**config.mk**
```make
export PLATFORM = sky130hd
export DESIGN_NAME = control_sequencer
export DESIGN_NICKNAME = d
export VERILOG_FILES = /design/src/rtl/control_sequencer.sv
export SDC_FILE = /design/constraint.sdc
export NUM_CORES = 1
export LEC_CHECK = 0
export ABC_AREA = 0
export BUFFER_PORTS_ARGS = -buffer_cell sky130_fd_sc_hd__buf_4
export CAP_MARGIN = 20
export CORE_ASPECT_RATIO = 1.5
export CORE_UTILIZATION = 47
export CTS_BUF_LIST = sky130_fd_sc_hd__clkbuf_8
export DETAILED_ROUTE_END_ITERATION = 10
export PLACE_DENSITY_LB_ADDON = 0.08
export SYNTH_ARGS = -nofsm -noshare
export SYNTH_HDL_FRONTEND = slang
export SYNTH_SLANG_ARGS = --single-unit
```
**constraint.sdc**
```tcl
create_clock -name clk -period 2.5 [get_ports clk]
set_input_delay 0.625 -clock clk [delete_from_list [all_inputs] [get_ports clk]]
set_output_delay 0.625 -clock clk [all_outputs]
set_load 0.02 [all_outputs]
```
**src/rtl/control_sequencer.sv**
```systemverilog
`timescale 1ns/1ps
// LC-3b control decoder with an LDI/STI two-phase sequencer feeding a STAGES-deep control pipeline.
// Latency: one edge to ctrl_ex; ready = idle & !stall; stall freezes everything; flush advances and inserts a bubble.
module control_sequencer #(
  parameter int STAGES       = 3,
  parameter int SUPPORT_IND  = 1,
  parameter int SUPPORT_BYTE = 1
) (
  input  logic        clk,
  input  logic        reset,
  input  logic        instr_valid,
  input  logic [15:0] instruction,
  input  logic        stall,
  input  logic        flush,
  output logic        ready,
  output logic [23:0] ctrl_ex,
  output logic [23:0] ctrl_mem,
  output logic [23:0] ctrl_wb,
  output logic        illegal
);

  typedef struct packed {
    logic       byte_op;
    logic       valid;
    logic       pc_redirect;
    logic       indirect;
    logic       load_cc;
    logic       load_regfile;
    logic [2:0] regfilemux_sel;
    logic [1:0] mem_byte_enable;
    logic       mem_write;
    logic       mem_read;
    logic       sr2mux_sel;
    logic [2:0] alumux_selb;
    logic [2:0] alumux_sela;
    logic [3:0] aluop;
  } ctrl_t;

  localparam logic [0:0] S_NORM = 1'b0;
  localparam logic [0:0] S_IND2 = 1'b1;

  localparam logic [3:0] ALU_ADD  = 4'd0;
  localparam logic [3:0] ALU_AND  = 4'd1;
  localparam logic [3:0] ALU_NOT  = 4'd2;
  localparam logic [3:0] ALU_PASS = 4'd3;
  localparam logic [3:0] ALU_SLL  = 4'd4;
  localparam logic [3:0] ALU_SRL  = 4'd5;
  localparam logic [3:0] ALU_SRA  = 4'd6;

  localparam logic [3:0] OP_BR   = 4'h0;
  localparam logic [3:0] OP_ADD  = 4'h1;
  localparam logic [3:0] OP_LDB  = 4'h2;
  localparam logic [3:0] OP_STB  = 4'h3;
  localparam logic [3:0] OP_JSR  = 4'h4;
  localparam logic [3:0] OP_AND  = 4'h5;
  localparam logic [3:0] OP_LDR  = 4'h6;
  localparam logic [3:0] OP_STR  = 4'h7;
  localparam logic [3:0] OP_NOT  = 4'h9;
  localparam logic [3:0] OP_LDI  = 4'hA;
  localparam logic [3:0] OP_STI  = 4'hB;
  localparam logic [3:0] OP_JMP  = 4'hC;
  localparam logic [3:0] OP_SHF  = 4'hD;
  localparam logic [3:0] OP_LEA  = 4'hE;
  localparam logic [3:0] OP_TRAP = 4'hF;

  logic [0:0] r_state;
  logic       r_ind_store;
  logic       r_illegal;
  ctrl_t      r_stage [STAGES];

  logic [3:0] w_op;
  ctrl_t      w_dec;
  ctrl_t      w_ph2;
  ctrl_t      w_new;
  logic       w_dec_ill;
  logic       w_dec_ind;
  logic       w_accept;
  logic       w_unused;

  assign w_op     = instruction[15:12];
  assign w_unused = ^{instruction[11:6], instruction[3:0]};

  always_comb begin
    w_dec     = '0;
    w_dec_ill = 1'b0;
    w_dec_ind = 1'b0;
    case (w_op)
      OP_ADD, OP_AND: begin
        w_dec.aluop        = (w_op == OP_AND) ? ALU_AND : ALU_ADD;
        w_dec.alumux_selb  = instruction[5] ? 3'b010 : 3'b000;
        w_dec.load_regfile = 1'b1;
        w_dec.load_cc      = 1'b1;
        w_dec.valid        = 1'b1;
      end
      OP_NOT: begin
        w_dec.aluop        = ALU_NOT;
        w_dec.load_regfile = 1'b1;
        w_dec.load_cc      = 1'b1;
        w_dec.valid        = 1'b1;
      end
      OP_SHF: begin
        w_dec.aluop        = !instruction[4] ? ALU_SLL : (!instruction[5] ? ALU_SRL : ALU_SRA);
        w_dec.alumux_selb  = 3'b101;
        w_dec.load_regfile = 1'b1;
        w_dec.load_cc      = 1'b1;
        w_dec.valid        = 1'b1;
      end
      OP_LDR: begin
        w_dec.alumux_selb     = 3'b001;
        w_dec.mem_read        = 1'b1;
        w_dec.mem_byte_enable = 2'b11;
        w_dec.regfilemux_sel  = 3'b001;
        w_dec.load_regfile    = 1'b1;
        w_dec.load_cc         = 1'b1;
        w_dec.valid           = 1'b1;
      end
      OP_STR: begin
        w_dec.alumux_selb     = 3'b001;
        w_dec.sr2mux_sel      = 1'b1;
        w_dec.mem_write       = 1'b1;
        w_dec.mem_byte_enable = 2'b11;
        w_dec.valid           = 1'b1;
      end
      // Byte lanes stay 00 here; MEM picks them from the address LSB.
      OP_LDB, OP_STB: begin
        if (SUPPORT_BYTE != 0) begin
          w_dec.alumux_selb = 3'b110;
          w_dec.byte_op     = 1'b1;
          w_dec.valid       = 1'b1;
          if (w_op == OP_LDB) begin
            w_dec.mem_read       = 1'b1;
            w_dec.regfilemux_sel = 3'b001;
            w_dec.load_regfile   = 1'b1;
            w_dec.load_cc        = 1'b1;
          end else begin
            w_dec.sr2mux_sel = 1'b1;
            w_dec.mem_write  = 1'b1;
          end
        end else begin
          w_dec_ill = 1'b1;
        end
      end
      OP_LEA: begin
        w_dec.alumux_sela  = 3'b100;
        w_dec.alumux_selb  = 3'b100;
        w_dec.load_regfile = 1'b1;
        w_dec.valid        = 1'b1;
      end
      OP_BR, OP_JMP, OP_JSR, OP_TRAP: begin
        w_dec.aluop       = ALU_PASS;
        w_dec.pc_redirect = 1'b1;
        w_dec.valid       = 1'b1;
      end
      OP_LDI, OP_STI: begin
        if (SUPPORT_IND != 0) begin
          w_dec.alumux_selb     = 3'b001;
          w_dec.mem_read        = 1'b1;
          w_dec.mem_byte_enable = 2'b11;
          w_dec.indirect        = 1'b1;
          w_dec.valid           = 1'b1;
          w_dec_ind             = 1'b1;
        end else begin
          w_dec_ill = 1'b1;
        end
      end
      default: w_dec_ill = 1'b1;
    endcase
  end

  // Second memory phase uses the pointer fetched by phase 1 (sela 011).
  always_comb begin
    w_ph2                 = '0;
    w_ph2.aluop           = ALU_PASS;
    w_ph2.alumux_sela     = 3'b011;
    w_ph2.mem_byte_enable = 2'b11;
    w_ph2.valid           = 1'b1;
    if (r_ind_store) begin
      w_ph2.mem_write  = 1'b1;
      w_ph2.sr2mux_sel = 1'b1;
    end else begin
      w_ph2.mem_read       = 1'b1;
      w_ph2.regfilemux_sel = 3'b001;
      w_ph2.load_regfile   = 1'b1;
      w_ph2.load_cc        = 1'b1;
    end
  end

  assign ready    = (r_state == S_NORM) & ~stall;
  assign w_accept = instr_valid & ready;

  always_comb begin
    w_new = '0;
    if (r_state == S_IND2) begin
      w_new = w_ph2;
    end else if (w_accept && !w_dec_ill) begin
      w_new = w_dec;
    end
  end

  // flush wins over stall: older words still drain while the youngest is killed.
  always_ff @(posedge clk or posedge reset) begin
    if (reset) begin
      r_state     <= S_NORM;
      r_ind_store <= 1'b0;
      r_illegal   <= 1'b0;
      for (int i = 0; i < STAGES; i++) r_stage[i] <= '0;
    end else if (flush || !stall) begin
      for (int i = STAGES - 1; i > 0; i--) r_stage[i] <= r_stage[i-1];
      if (flush) begin
        r_stage[0] <= '0;
        r_state    <= S_NORM;
        r_illegal  <= 1'b0;
      end else begin
        r_stage[0] <= w_new;
        r_illegal  <= w_accept & w_dec_ill;
        if (r_state == S_IND2) begin
          r_state <= S_NORM;
        end else if (w_accept && w_dec_ind) begin
          r_state     <= S_IND2;
          r_ind_store <= w_op[0];
        end
      end
    end
  end

  assign ctrl_ex  = r_stage[0];
  assign ctrl_mem = r_stage[STAGES-2];
  assign ctrl_wb  = r_stage[STAGES-1];
  assign illegal  = r_illegal;

endmodule

```
# Word-level counts from Yosys, hierarchy flattened
# Index checks and enable logic that the tools add are counted.
[totals] output_inout_bits=74 register_bits=75 mem_count=0 input_bits=21 mem_bits_rw=0 elab_cells=111 latchBits=0 rom_bits=0
[classes] muxes=31 shifts=0 n_mul=0 magnitude_cmp=0 addsub=0 div=0 bitwise_logic=6 n_eq_ne=14 n_reduce_logical=15
[ops] cell="2-to-1 mux 24 bit" count=3
[ops] cell="equality test 4 bit, second input constant" count=7
[ops] cell="equality test 4 x 3 -> 1 bit, second input constant" count=4
[ops] cell="case mux 3 bit (5 select lines)" count=1
[ops] cell="OR reduction 15 bit" count=1
[ops] cell="2-to-1 mux 1 bit" count=14
[ops] cell="case mux 3 bit (4 select lines)" count=1
[ops] cell="2-to-1 mux 5 bit" count=2
[ops] cell="equality test 4 x 2 -> 1 bit, second input constant" count=2
[ops] cell="2-to-1 mux 2 bit" count=4
[ops] cell="case mux 1 bit (2 select lines)" count=4
[ops] cell="OR reduction 4 bit" count=2
[ops] cell="case mux 3 bit (2 select lines)" count=1
[ops] cell="OR reduction 2 bit" count=3
[ops] cell="OR reduction 6 bit" count=1
[ops] cell="OR reduction 5 bit" count=1
[ops] cell="equality test 4 x 1 -> 1 bit, second input constant" count=1
[ops] cell="logical NOT 4 bit" count=1
[ops] cell="AND reduction 4 bit" count=1
[ops] cell="AND 1 bit" count=3
[ops] cell="2-to-1 mux 3 bit" count=1
[ops] cell="inverter 1 bit" count=3
[ops] cell="OR reduction 3 bit" count=1
[ops] cell="logical AND 1 bit" count=2
[ops] cell="2 further kinds" count=2

# Longest topological paths before layout
# Gate-level depths: netlist of run 1.
[logic_depth] ltp_word=7 ltp_mapped=5 ltp_nobuf=4

# Least setup slack after synthesis of run 1
# Ideal clock, no wire load.
[synth_path] path_kind="in2reg" start="in stall" end="reg r_ind_store" path_stages=5 path_buffers=1 setup_ns=0.128 required_ns=2.372 arrival_time_ns=1.782 setup_slack_ns=0.591 cell_sequence="or2_1 -> buf_2 -> or3_4 -> nor2_4 -> mux2_1"
[synth_via] elab_chain_cells=5 elab_cells_between_ends=7 cone_classes="bitwise (3); reduce/logical (4)"
[synth_lines] element="start: declaration" line="13" rtl="input logic stall,"
[synth_lines] element="inverter 1 bit" line="188" rtl="assign ready = (r_state == S_NORM) & ~stall;"
[synth_lines] element="AND 1 bit" line="188"
[synth_lines] element="AND 1 bit" line="189" rtl="assign w_accept = instr_valid & ready;"
[synth_lines] element="logical AND 1 bit" line="218" rtl="end else if (w_accept && w_dec_ind) begin"
[synth_lines] element="AND reduction 4 bit (no source line) *"
[synth_lines] element="end signal: assignment" line="220" rtl="r_ind_store <= w_op[0];"
[synth_lines] element="end: declaration" line="67" rtl="logic r_ind_store;"
# Every way passes the cells marked *; elsewhere a longest branch is shown, timed or not.
# A chain may end at the register's enable or synchronous reset.

# Worst setup path after layout of run 1
[layout_path] start="in stall" end="out ready"
[layout_via] elab_chain_cells=2
[layout_lines] element="inverter 1 bit" line="188"
[layout_lines] element="AND 1 bit" line="188"
[layout_lines] element="end: declaration" line="15" rtl="output logic ready,"
# Every way passes these cells.

==> out/metrics.yaml, run 1 <==
rows: 32
core_area_um2: 5160
ys.warnings.count: 0
finalHoldViolCount: 0
worst_ep_required_time_ps: 1880
dp_hpwl_um: 3520
synthCells: 219
layout-drive-gt1-share_pct: 45.2
synth_ff_type: "dfrtp_1"
wl_um: 4960
cp_common_cell: "buf_4"
place_congestion: 0.818
yosysTopAreaCell: "dfrtp_1"
critPathArrivalTime_ps: 1490
grt_use_total_pct: 19.2
synth_top_area_share_pct: 56.0
post_cts_buffers: 0
path_delay_family: "buffers and inverters"
worstRegToRegCells: 4
rsz0062_at_grt: "no"
seq_area_frac_synth_pct: 56.0
slew_viol_final: 0
ios: 95
clockBufferDepth: 2
grt_max_degree: 30
holdBufCountCts: 0
viasPerCell: 5.05
peakVddDrop_mv: 0.481
status: "finished, final reports clean"
firstDrtPassIters: 4
slew_headroom_pct: 61.6
yosysUniqueCellTypes: 37
drtAntennaViolNets: 0
synthTopCellsByArea: "dfrtp_1 56%, mux2_2 15%, buf_4 5.3%"
htreeDepth: 3
worstSetupStartpointType: "input pin"
setup-violations-final: 0
skew_ps: 4.30
fin_util_pct: 62.9
cp-end-kind: "output port"
synthToLayoutAreaGrowth_pct: 27.5
fin_crit_ps: 2120
vias: 1818
grt_pass1_wl_um: 8490
path_class: "in2out"
regArea_um2: 1430
synth.ff_latch_count: 57
async_flop_share_pct: 100
grt_pass1_vias: 1700
timing.final.crit_share_pct: 84.6
synth_edf_count: 0
cts_tree: "built"
slowest_delay_ps: 330
max_freq_mhz: 473
cts_made_buffers: 9
worst-path-buf-inv: 3
path_cells: "buf_4 > or2_1 > inv_1 > buf_4"
fillers: 451
leakage_uw: 0.00170
nets: 308
crit_fanout: 14
die_h_um: 92.2
insertion_delay_ps: 330
cts_resized: 0
post_synth.cell_area_avg_um2: 11.6
grt_antenna_before_repair: 0
power_density_nw_per_um2: 621
root_buffer: "clkbuf_8"
tightest_slew_ps: 575
fp.dieW_um: 62.1
port_buffers: 75
multi_input_area_um2: 935
setup_tns_ps: 0
cpMaxStageDelayCell: "or2_1"
start_util_pct: 49.3
maxCapViolations: 0
clkSinkCount: 57
drt-initial-drc-count: 62
clkTransAtPathRegs_ps: 60
crit_cells: 4
grt.overflow.total: 0
mappedNetlistArea_um2: 2550
hp-class: "in2async"
n_antenna_cell: 0
die_area_um2: 5720
wl_per_cell_um: 13.8
post-route-drc-count: 0
-- worst paths after layout --
path / slack [ps] / to / start
worst min register to register: 510 / ctrl_wb[8] / ctrl_wb[8]
min in group clk: 510 / ctrl_wb[8] / ctrl_wb[8]
worst max register to register: 760 / r_ind_store / r_state
worst min-delay path: 360 / ctrl_wb[12] / reset
max in group asynchronous: 1500 / ctrl_mem[1] / reset
worst max-delay path: 380 / ready / stall
-- report_power, final --
group	total, uW	internal (uW)	switching [uW]	leakage (uW)
registers	989	962	26.9	0.000780
logic	288	117	172	0.000823
clock network	739	400	338	0.000101
-- flip-flops by register name, indices dropped and copies added, names as in the netlist --
name / cells
ctrl_wb: 18
illegal: 1
r_ind_store: 1
ctrl_ex: 18
r_state: 1
ctrl_mem: 18
-- kinds of logic after synthesis --
group,Yosys count,share of synthesized area (%)
compound gates,41,10.7
xor+xnor,1,0.344
buf+inv,39,8.69
flops,57,56.0
mux,35,15.5
other cells,1,0.147
simple gates,45,8.69
-- cell usage after synthesis, drive strengths merged, types with 2 or more instances --
master   number
a21o          2
a21oi         9
a221oi        2
a32o          2
a32oi         2
buf          24
clkbuf        6
dfrtp        57
inv           9
mux2         35
nand2        18
nand2b        3
nand4         2
nor2          9
nor2b         3
nor3          5
o21ai        12
o2bb2ai       2
o31ai         2
o32ai         2
or2           2
or3           2
-- cell usage in the layout, fill, tap and decap left out, types with 2 or more instances in the layout --
| master | n |
|---|---|
| nor3_1 | 5 |
| inv_1 | 10 |
| a221oi_1 | 2 |
| clkbuf_8 | 11 |
| nor2_4 | 2 |
| o32ai_1 | 2 |
| dfrtp_1 | 57 |
| o21ai_0 | 12 |
| a32o_1 | 2 |
| o2bb2ai_1 | 2 |
| clkinv_2 | 3 |
| a32oi_1 | 2 |
| mux2_2 | 34 |
| nand2b_1 | 3 |
| buf_4 | 79 |
| nand2_1 | 18 |
| nor2_1 | 7 |
| a21oi_1 | 9 |
| o31ai_1 | 2 |
| a21o_1 | 2 |
| conb_1 | 9 |
| nor2b_1 | 3 |
| nand4_1 | 2 |
-- layer usage --
| layer | global-route usage (%) | up-vias | share of wire (%) |
|---|---|---|---|
| met5 | 0 | - | 0 |
| met4 | 8.14 | 0 | 1.8 |
| met3 | 6.22 | 9 | 4.8 |
| met2 | 29.1 | 54 | 49 |
| met1 | 25.1 | 876 | 44 |
| li1 | - | 879 | - |
-- stage by stage --
| stage | hold slack, ps | instance area [um^2] | power, uW | setup WS (ps) | std cells |
|---|---|---|---|---|---|
| after floorplan | 482 | 2580 | 1200 | 475 | 227 |
| after detailed placement | 495 | 3070 | 1300 | 369 | 344 |
| after CTS | 364 | 3250 | 2050 | 389 | 360 |
| after global routing | 402 | 3250 | 2110 | 348 | 360 |
| after global placement | 489 | 3070 | 1290 | 386 | 344 |
| final | 358 | 3250 | 2020 | 384 | 360 |
-- cell type report --
cell class / instances / share of cell area, %
clock buffers: 11 / 4.66
clock inverters: 5 / 0.694
inverters: 9 / 1.04
multi-input cells: 131 / 28.8
flip-flops and latches: 57 / 43.9
well taps: 68 / 2.62
repair buffers: 79 / 18.3
-- worst register-to-register path: cells and delay by family (launching register included) --
| family | cells | cell delay (ps) |
|---|---|---|
| DFF | 1 | 420 |
| muxes | 1 | 320 |
| and+or+nand+nor | 3 | 880 |
No activity file was read; power rests on OpenSTA's default activity.
==> run 2, diff against run 1 <==
==> constraint.sdc (replaced) <==
create_clock -name clk -period 2.15 [get_ports clk]
set_input_delay 0.5375 -clock clk [delete_from_list [all_inputs] [get_ports clk]]
set_output_delay 0.5375 -clock clk [all_outputs]
set_load 0.02 [all_outputs]
==> run 2 against run 1 <==
Power is 21% higher. Register-to-register slack worse by 270 ps. First-iteration DRC count is 8.1% lower. Final area is 1.7% higher. Worst hold slack worse by 170 ps. Global-route usage is 0.68 points lower. Sequential power is 16% higher. Core utilization is 1.1 points higher. Die area stayed put. Critical path type is now reg2out. Highest routed layer unchanged.
==> out/metrics.yaml, run 2 (same netlist as run 1, synthesis figures left out) <==
path_delay_family: "flip-flops"
drt-initial-drc-count: 57
grt_pass1_vias: 1708
crit-reg2reg-launch: "r_state"
maxCapViolations: 0
p_comb_share_pct: 14.2
fin_util_pct: 63.9
final_cell_mix: "79 x buf_4, 57 x dfrtp_1, 34 x mux2_2"
fin_crit_ps: 1900
ios: 95
layout-drive-gt1-share_pct: 45.2
crit_fanout: 6
slowest_delay_ps: 420
die_area_um2: 5720
worst_ep_required_time_ps: 1610
layout_setup_ws_ps: 248
grt_use_total_pct: 18.5
rows: 32
path_class: "reg2out"
wl_per_cell_um: 13.5
clockBufferDepth: 2
root_buffer: "clkbuf_8"
firstDrtPassIters: 5
leakage_uw: 0.00173
worstRegToRegCells: 4
fin_cells: 362
cts_made_buffers: 9
critPathArrivalTime_ps: 1360
skew_ps: 4.46
clkSinkCount: 57
n_antenna_cell: 0
drtAntennaViolNets: 0
cts_tree: "built"
insertion_delay_ps: 330
core_area_um2: 5160
htreeDepth: 3
final_common_cell: "buf_4"
post-route-drc-count: 0
clkPwrFrac_pct: 38.6
grt_antenna_before_repair: 0
clkTransAtPathRegs_ps: 60
grt_max_degree: 42
hp-class: "in2async"
setup_tns_ps: 0
cpMaxStageDelayCell: "dfrtp_1"
vias: 1841
cts_resized: 0
rrSetupSlack_ps: 490
post_cts_buffers: 0
peakVddDrop_mv: 0.438
finalHoldViolCount: 0
dp_hpwl_um: 3450
fp.dieW_um: 62.1
seq_power_share_pct: 47.2
power_density_nw_per_um2: 737
grt.overflow.total: 0
synthToLayoutAreaGrowth_pct: 29.6
power.switching_uw: 623
cp-endpoint: "ready"
path_cells: "or2_1 > buf_4 > inv_1 > buf_4"
detailedPlace.worstSlack_ps: 213
setup-violations-final: 0
die_h_um: 92.2
wl_um: 4900
nets: 310
worstSetupStartpointType: "flip-flop"
r2r-end: "r_ind_store"
timing.hold.ws_ps: 192
grt_pass1_wl_um: 8260
status: "finished, final reports clean"
swShare_pct: 25.6
slew_viol_final: 0
holdBufCountCts: 0
critPathLaunch: "r_state"
place_congestion: 0.816
cp_common_cell: "buf_4"
port_buffers: 75
start_util_pct: 49.3
cp-end-kind: "output port"
worst-path-buf-inv: 3
max_freq_mhz: 526
viasPerCell: 5.09
rsz0062_at_grt: "no"
dp.cells: 346
timing.final.crit_share_pct: 88.5
crit_cells: 4
internal-power_uw: 1810
run 2: area by class of cell:
cell class / count / area (um^2)
Clock buffer: 10 / 138
Clock inverter: 6 / 51.3
Fill cell: 449 / 1860
Inverter: 9 / 33.8
Multi-Input combinational cell: 131 / 935
Sequential cell: 57 / 1430
Tap cell: 68 / 85.1
Timing Repair Buffer: 81 / 633
run 2: how the worst min path moves through the flow:
stage,depth (start not counted),startpoint,to
after global routing,2,reset,ctrl_mem[11]
after CTS,2,reset,ctrl_wb[12]
after floorplan,1,r_ind_store,r_ind_store
final,2,reset,ctrl_mem[12]
after global placement,1,ctrl_wb[11],ctrl_wb[11]
after detailed placement,1,ctrl_wb[8],ctrl_wb[8]
run 2: layer usage:
| layer | global-route usage [%] | vias to the layer above | wire length (um) |
|---|---|---|---|
| li1 | - | 881 | - |
| met1 | 23.4 | 904 | 2090 |
| met2 | 29.5 | 51 | 2500 |
| met3 | 5.10 | 5 | 246 |
| met4 | 8.14 | 0 | 59 |
| met5 | 0 | - | 0 |
run 2: per-stage QoR:
step	total power (uW)	area, um^2
6_report	2430	3300
5_1_grt	2550	3300
4_1_cts	2470	3300
3_5_place_dp	1520	3110
3_3_place_gp	1510	3110
2_1_floorplan	1400	2580
run 2: power by group through the flow:
stage	sequential, uW	clock, uW	combinational (uW)
after floorplan	1220	0	181
after global placement	1170	0	344
after detailed placement	1170	0	348
after CTS	1150	975	349
after global routing	1160	1020	372
final	1150	940	345
